==> src/rtl/pwm_pkg.sv <==
// pwm_pkg: shared mode constants, default sizes and packed-duty slice helper for pwm_multi_gen.
`define PWM_SLICE(v, i, w) v[(i)*(w) +: (w)]
package pwm_pkg;
  localparam int MODE_EDGE = 0;
  localparam int MODE_CENTER = 1;
  localparam int DEF_CH = 4;
  localparam int DEF_WIDTH = 12;
endpackage

==> src/rtl/pwm_channel_cmp.sv <==
// pwm_channel_cmp: one channel's active duty register, compare against the shared counter, registered output.
module pwm_channel_cmp
  import pwm_pkg::*;
#(
  parameter int WIDTH = DEF_WIDTH
) (
  input  logic             clk,
  input  logic             rst,
  input  logic             en,
  input  logic             load,
  input  logic [WIDTH-1:0] duty_next,
  input  logic [WIDTH-1:0] cnt,
  output logic             pwm
);
  logic [WIDTH-1:0] duty;
  always_ff @(posedge clk) begin
    if (rst) begin
      duty <= '0;
      pwm  <= 1'b0;
    end else begin
      duty <= load ? duty_next : duty;
      pwm  <= en && (cnt < duty);
    end
  end
endmodule

==> src/rtl/pwm_multi_gen.sv <==
// pwm_multi_gen: multi-channel PWM with shared period counter, double-buffered period/duty, edge or center mode.
// Optional period watchdog forcing a safe duty is built when PWM_MULTI_FAILSAFE_EN is defined.
module pwm_multi_gen
  import pwm_pkg::*;
#(
  parameter int CH         = DEF_CH,
  parameter int WIDTH      = DEF_WIDTH,
  parameter int CENTER     = MODE_EDGE,
  parameter int RST_PERIOD = 4095,
  parameter int FS_PERIODS = 50,
  parameter int FS_DUTY    = 0
) (
  input  logic                clk_in,
  input  logic                rst_in,
  input  logic                enable_in,
  input  logic [WIDTH-1:0]    period_in,
  input  logic [CH*WIDTH-1:0] duty_in,
  input  logic                load_in,
  output logic [CH-1:0]       pwm_out,
  output logic                period_tick_out,
  output logic                failsafe_out
);
  localparam bit IS_CENTER = CENTER == MODE_CENTER;
  logic [WIDTH-1:0] cnt, per, sh_per, peff;
  logic [CH*WIDTH-1:0] sh_duty, duty_next;
  logic up, pend, bnd, take_in, take_sh, fs_trip, duty_load;
  assign peff = (IS_CENTER && per == '0) ? WIDTH'(1) : per;
  assign bnd = enable_in && (IS_CENTER ? (cnt == '0 && up) : (cnt == per));
  assign period_tick_out = bnd;
  // Inputs bypass the shadow when idle or when the strobe lands on the boundary itself.
  assign take_in = load_in && (!enable_in || bnd);
  assign take_sh = bnd && pend && !load_in;
  assign duty_load = take_in || take_sh || fs_trip;
  assign duty_next = fs_trip ? {CH{WIDTH'(FS_DUTY)}} : take_in ? duty_in : sh_duty;
  always_ff @(posedge clk_in) begin
    if (rst_in) begin
      cnt     <= '0;
      up      <= 1'b1;
      per     <= WIDTH'(RST_PERIOD);
      pend    <= 1'b0;
      sh_per  <= '0;
      sh_duty <= '0;
    end else begin
      if (!enable_in) begin
        cnt <= '0;
        up  <= 1'b1;
      end else if (!IS_CENTER) begin
        cnt <= bnd ? '0 : cnt + 1'b1;
      end else if (up) begin
        cnt <= (cnt >= peff) ? peff - 1'b1 : cnt + 1'b1;
        up  <= (cnt >= peff) ? (peff == WIDTH'(1)) : 1'b1;
      end else begin
        cnt <= cnt - 1'b1;
        up  <= cnt == WIDTH'(1);
      end
      per     <= take_in ? period_in : take_sh ? sh_per : per;
      pend    <= (take_in || take_sh) ? 1'b0 : (load_in || pend);
      sh_per  <= load_in ? period_in : sh_per;
      sh_duty <= load_in ? duty_in : sh_duty;
    end
  end
`ifdef PWM_MULTI_FAILSAFE_EN
  logic [15:0] wd;
  logic fs;
  assign fs_trip = bnd && !load_in && wd == 16'(FS_PERIODS - 1);
  assign failsafe_out = fs;
  always_ff @(posedge clk_in) begin
    if (rst_in || load_in) begin
      wd <= '0;
      fs <= 1'b0;
    end else begin
      wd <= (bnd && wd != 16'hffff) ? wd + 1'b1 : wd;
      fs <= fs || fs_trip;
    end
  end
`else
  assign fs_trip = 1'b0;
  assign failsafe_out = 1'b0;
`endif
  for (genvar i = 0; i < CH; i++) begin : g_ch
    pwm_channel_cmp #(.WIDTH(WIDTH)) u_cmp (
      .clk      (clk_in),
      .rst      (rst_in),
      .en       (enable_in),
      .load     (duty_load),
      .duty_next(`PWM_SLICE(duty_next, i, WIDTH)),
      .cnt      (cnt),
      .pwm      (pwm_out[i])
    );
  end
endmodule

==> config.mk <==
export PLATFORM = sky130hd
export DESIGN_NAME = pwm_multi_gen
export DESIGN_NICKNAME = d
export VERILOG_FILES = /design/src/rtl/pwm_pkg.sv /design/src/rtl/pwm_channel_cmp.sv /design/src/rtl/pwm_multi_gen.sv
export SDC_FILE = /design/constraint.sdc
export NUM_CORES = 1
export LEC_CHECK = 0
export ABC_AREA = 1
export CORE_ASPECT_RATIO = 0.8
export CORE_MARGIN = 8
export CORE_UTILIZATION = 60
export DETAILED_ROUTE_END_ITERATION = 8
export DONT_BUFFER_PORTS = 1
export PLACE_DENSITY = 0.75
export SYNTH_ARGS = -nofsm -noshare
export SYNTH_HDL_FRONTEND = slang
export SYNTH_SLANG_ARGS = --single-unit
==> constraint.sdc <==
create_clock -name clk_in -period 3.3 [get_ports clk_in]
set_clock_uncertainty 0.1 [all_clocks]
set_input_delay 0.825 -clock clk_in [delete_from_list [all_inputs] [get_ports clk_in]]
set_output_delay 0.825 -clock clk_in [all_outputs]
set_load 0.01 [all_outputs]
==> flow_metrics.tcl, run 1 <==
set metrics [dict create \
    status "finished clean" \
    ant_nets 0 \
    final.setup.tns_ps 0 \
    synth_ff_type "dfxtp_1" \
    std_cell_rows 33 \
    cts_root_buffer "clkbuf_16" \
    cts_hold_buf 0 \
    hold_viol 0 \
    pin_count 70 \
    synth_seq_cells 137 \
    r2r_start "cnt[5]" \
    synth_top_cell_area_share_pct 43.6 \
    worstSetupEndpointType "register" \
    ir_drop_v 0.000441 \
    crit_required_ps 3500 \
    slew_headroom_pct 47.0 \
    synth_edf_count 0 \
    drtPass1Iterations 4 \
    synth_seq_area_share_pct 43.6 \
    setup_slack_ps 587 \
    wl_mm 14.2 \
    synth_cell_type_count 36 \
    dp.cells 914 \
    antenna_found_initial 0 \
    grt_overflow 0 \
    diodes 0 \
    h-tree-depth 4 \
    vias 5012 \
    async_flop_share_pct 0 \
    clkTransAtPathRegs_ps 50 \
    worstSetupStartpointType "register" \
    grt_max_degree 61 \
    grt_pass1_vias 5112 \
    vias_per_cell 5.30 \
    clockBufferDepth 2 \
    die_y_um 108 \
    dpl_worst_slack_ps 646 \
    period_needed_ps 2710 \
    clkLatencyLatePin_ps 410 \
    slew_viol_final 0 \
    die_w_um 130 \
    fmax_mhz 369 \
    n_fill_cell 852 \
    maxCapViolations 0 \
    crit_start "cnt[5]" \
    place_congestion 0.873 \
    core-area_um2 10200 \
    drtIter0Drc 347 \
    dpl_cell_area_um2 6280 \
    initial_core_util_pct 61.4 \
    area_delta_synth_final_pct 9.73 \
    holdCritPathClass "register to register" \
    drive_above_1_share_pct 9.57 \
    rsz0062_at_grt "false" \
    stdcell_count 945 \
    wire_per_inst_um 15.0 \
    worstMarginPinSlew_ps 794 \
    fin_crit_sh_pct 82.2 \
    setup_viol 0 \
    cts_setup_buffers 0 \
    synthTopCellsByArea "dfxtp_1 (44%), nand2_1 (13%), ha_1 (9.0%)" \
    syn_area_um2 6290 \
    cp_max_fo 28 \
    critPathKind "register to register" \
    numCtsBuffers 17 \
    syn_inst 805 \
    grt_pass1_wl_mm 24.0 \
    io_buffers 0 \
    die_area_um2 14000 \
    p_leak_nw 3.03 \
    synth_top_cell_by_area "dfxtp_1" \
    final_nets 902 \
    grt_use_total_pct 21.6 \
    post_cts_resized 0 \
    syn_nets 914 \
    yosys_warnings 0 \
    power_density_nw_per_um2 590 \
    dp_hpwl_mm 9.87 \
    reg2reg_slack_ps 590 \
    cts_sinks 137 \
    drc_errors 0 \
    p_total_w 0.00407 \
    min-delay-start "sh_per[11]" \
    cts_tree "done" \
    arrival_ps 2910 \
    syn_avg_cell_area_um2 7.81 \
    final_area_um2 6900 \
]
layer usage:
metal | GRT usage (%) | wire length [um] | up-vias
li1 | - | - | 2542
met1 | 26.2 | 6350 | 2304
met2 | 35.4 | 6650 | 141
met3 | 5.94 | 918 | 25
met4 | 9.32 | 291 | 0
met5 | 0 | 0 | -
placed cells by master (no fill, tap or decap), types with 6 or more instances in the layout:
master       n
a21oi_1     60
buf_4        7
clkbuf_16   17
dfxtp_1    137
ha_1        45
inv_1       94
mux2i_1     11
nand2_1    215
nand3_1     16
nand3b_1     7
nand4_1      6
nor2_1      63
nor3_1      13
o21ai_0     34
o21ai_2     31
xnor2_1      6
stage by stage:
step                      utilization, %  hold WS, ps
after floorplan                        -          326
after global placement              61.3          343
after detailed placement            61.3          352
after CTS                           67.4          361
after global routing                67.4          377
final                               67.4          360
worst paths after layout:
check                                  end  depth (start not counted)
worst max-delay path              peff[11]                         12
worst min-delay path            sh_per[11]                          2
worst max register to register    peff[11]                         12
worst min register to register  sh_per[11]                          2
cells by family after synthesis:
| group | synth area share, % |
|---|---|
| AOI/OAI and AO/OA | 12.9 |
| other | 0.0596 |
| DFF | 43.6 |
| xor gates and xnor gates | 1.37 |
| and+or+nand+nor | 21.2 |
| buffers and inverters | 10.1 |
| adders and majority gates | 8.96 |
| muxes | 1.75 |
flip-flops by register name (all words and copies together), names as in the netlist:
| signal | count |
|---|---|
| pend | 1 |
| cnt | 12 |
| g_ch.u_cmp.duty | 48 |
| peff | 12 |
| sh_duty | 48 |
| g_ch.u_cmp.pwm | 4 |
| sh_per | 12 |
cell type report:
type	count	area [um^2]	share of cell area [%]
clock inverters	8	143	2.07
clock buffers	23	478	6.93
inverters	99	377	5.46
repair buffers	8	72.6	1.05
multi-input cells	530	2910	42.2
well taps	140	175	2.54
flip-flops and latches	137	2740	39.8
cell usage after synthesis (2+ instances only):
library cell	instances
nand2_1	216
nand4_1	6
nor3_1	13
nor3b_1	2
o21ai_1	4
xnor2_1	6
nand2_2	2
o21ai_2	31
clkbuf_1	19
inv_2	3
buf_2	2
buf_6	7
o21ai_0	34
inv_1	94
mux2i_1	11
xor2_1	2
a21oi_1	60
dfxtp_1	137
nand3_1	16
a31oi_1	2
o31ai_1	4
nor2_1	63
buf_4	6
nand3b_1	7
buf_8	3
ha_1	45
worst max-delay path, stage by stage, from the launching register on:
cell and delay, ps:
dfxtp_1 570, inv_1 170, nand2_1 100, nand2_1 50, nand2_1 60, nor2_1 40
nand3_2 90, nand2_2 80, nand2_2 380, nand2_2 480, buf_12 330, nor2_1 90
nor2_1 50
where the power goes:
part	leakage (nW)	total [W]	switching [W]	internal (W)
sequential	1.12	0.00178	0.0000348	0.00174
combinational	1.60	0.000302	0.000195	0.000108
clock	0.303	0.00199	0.000671	0.00132
Power figures use the tool's default switching activity.
==> run 2: changes to the inputs <==
- CORE_UTILIZATION: 60 -> 57
- PLACE_DENSITY: 0.75 -> 0.74
- clock period: 3.3 -> 2.4 ns (I/O delays scaled with it)
==> run 2 against run 1 <==
Compared with the run above: global-route usage is 1.8 points lower; power is 31% higher; combinational power increased by 38%; via count decreased by 2.7%; wire length fell by 3.5%; highest routed layer unchanged; clock-buffer cell count decreased by 2; sequential share of layout area grew 0.18 points.
==> flow_metrics.tcl, run 2 (same netlist as run 1, synthesis figures left out) <==
set metrics [dict create \
    cts_root_buffer "clkbuf_16" \
    final_common_cell "nand2_1" \
    dpl_worst_slack_ps 280 \
    area_delta_synth_final_pct 9.49 \
    reg_top3 "g_ch.u_cmp.duty x48, sh_duty x48" \
    h-tree-depth 4 \
    power_density_nw_per_um2 774 \
    diodes 0 \
    die_area_um2 14700 \
    worstMarginPinSlew_ps 507 \
    drc_errors 0 \
    core-area_um2 10800 \
    initial_core_util_pct 58.2 \
    fin_crit_sh_pct 94.0 \
    place_congestion 0.849 \
    wl_mm 13.7 \
    maxCapViolations 0 \
    slew_headroom_pct 66.1 \
    grt_pass1_wl_mm 23.3 \
    pin_count 70 \
    cp_max_fo 7 \
    wire_per_inst_um 14.4 \
    rsz0062_at_grt "false" \
    dp_hpwl_mm 9.90 \
    ir_drop_v 0.000530 \
    final_core_util_pct 63.7 \
    arrival_ps 1560 \
    holdCritPathClass "input pin to register" \
    drive_above_1_share_pct 11.2 \
    antenna_found_initial 0 \
    clkLatencyLatePin_ps 410 \
    setup_slack_ps 143 \
    clkTransAtPathRegs_ps 60 \
    status "finished clean" \
    grt_pass1_vias 4856 \
    crit_required_ps 1700 \
    setup_viol 0 \
    final_nets 907 \
    layout_common_cells "nand2_1 (215), dfxtp_1 (132), inv_1 (94)" \
    p_leak_nw 3.02 \
    holdWs_ps 167 \
    std_cell_rows 34 \
    worstSetupStartpointType "register" \
    grt_use_total_pct 19.8 \
    final.setup.tns_ps 0 \
    numCtsBuffers 17 \
    period_needed_ps 2260 \
    cts_sinks 137 \
    p_total_w 0.00533 \
    vias_per_cell 5.10 \
    cts_tree "done" \
    worstSetupEndpointType "output pin" \
    vias 4875 \
    drtPass1Iterations 5 \
    slew_viol_final 0 \
    grt_max_degree 61 \
    critPathKind "register to output pin" \
    drtIter0Drc 233 \
    ant_nets 0 \
    die_w_um 133 \
    io_buffers 0 \
    clockBufferDepth 2 \
    die_y_um 110 \
    hold_viol 0 \
    fmax_mhz 443 \
    grt_overflow 0 \
]
## run 2: worst paths after layout
kind / startpoint / end / slack, ps / cells after the start
max reg2reg: cnt[5] / g_ch[2].u_cmp.duty[11] / 370 / 11
max: cnt[5] / period_tick_out / 140 / 7
min reg2reg: sh_duty[41] / sh_duty[41] / 360 / 2
min: rst_in / sh_duty[5] / 170 / 1
## run 2: area by class of cell
class                      count  area, um^2
fill                         925        3920
multi-input combinational    530        2910
sequential                   137        2750
clock buffer                  21         470
inverter                      99         377
tap                          144         180
timing repair buffer          13        97.6
clock inverter                11        96.3
## run 2: power breakdown
| group | leakage, nW | internal (W) | switching [W] | total (W) |
|---|---|---|---|---|
| clock network | 0.267 | 0.00150 | 0.000968 | 0.00247 |
| registers | 1.13 | 0.00240 | 0.0000441 | 0.00244 |
| logic | 1.62 | 0.000151 | 0.000265 | 0.000416 |
| total | 3.02 | 0.00405 | 0.00128 | 0.00533 |
## run 2: repair_timing
action                                  in CTS  in global routing
hold buffers                                 0                  0
resized for setup                            3                  3
setup buffers                                0                  0
endpoints found under the setup margin       1                  1
## run 2: worst max-delay path: stages, from the launching register on
cell and delay [ps]:
dfxtp_2 390, inv_1 150, nand2_1 70, nand2_1 60, nand2_1 50, nor2_1 110
nand3_2 130, nor2_2 180
## run 2: metal layers
| layer | routed length, um | share of wire, % | GRT usage (%) | vias to the layer above |
|---|---|---|---|---|
| met4 | 139 | 1.0 | 7.91 | 0 |
| met5 | 0 | 0 | 0 | - |
| met3 | 884 | 6.4 | 6.44 | 10 |
| li1 | - | - | - | 2542 |
| met2 | 6230 | 45 | 31.4 | 111 |
| met1 | 6470 | 47 | 24.8 | 2212 |
## run 2: per-stage QoR
step / area [um^2] / cells
final: 6880 / 955
after CTS: 6880 / 955
after global routing: 6880 / 955
after global placement: 6310 / 923
after detailed placement: 6310 / 923
after floorplan: 6290 / 805
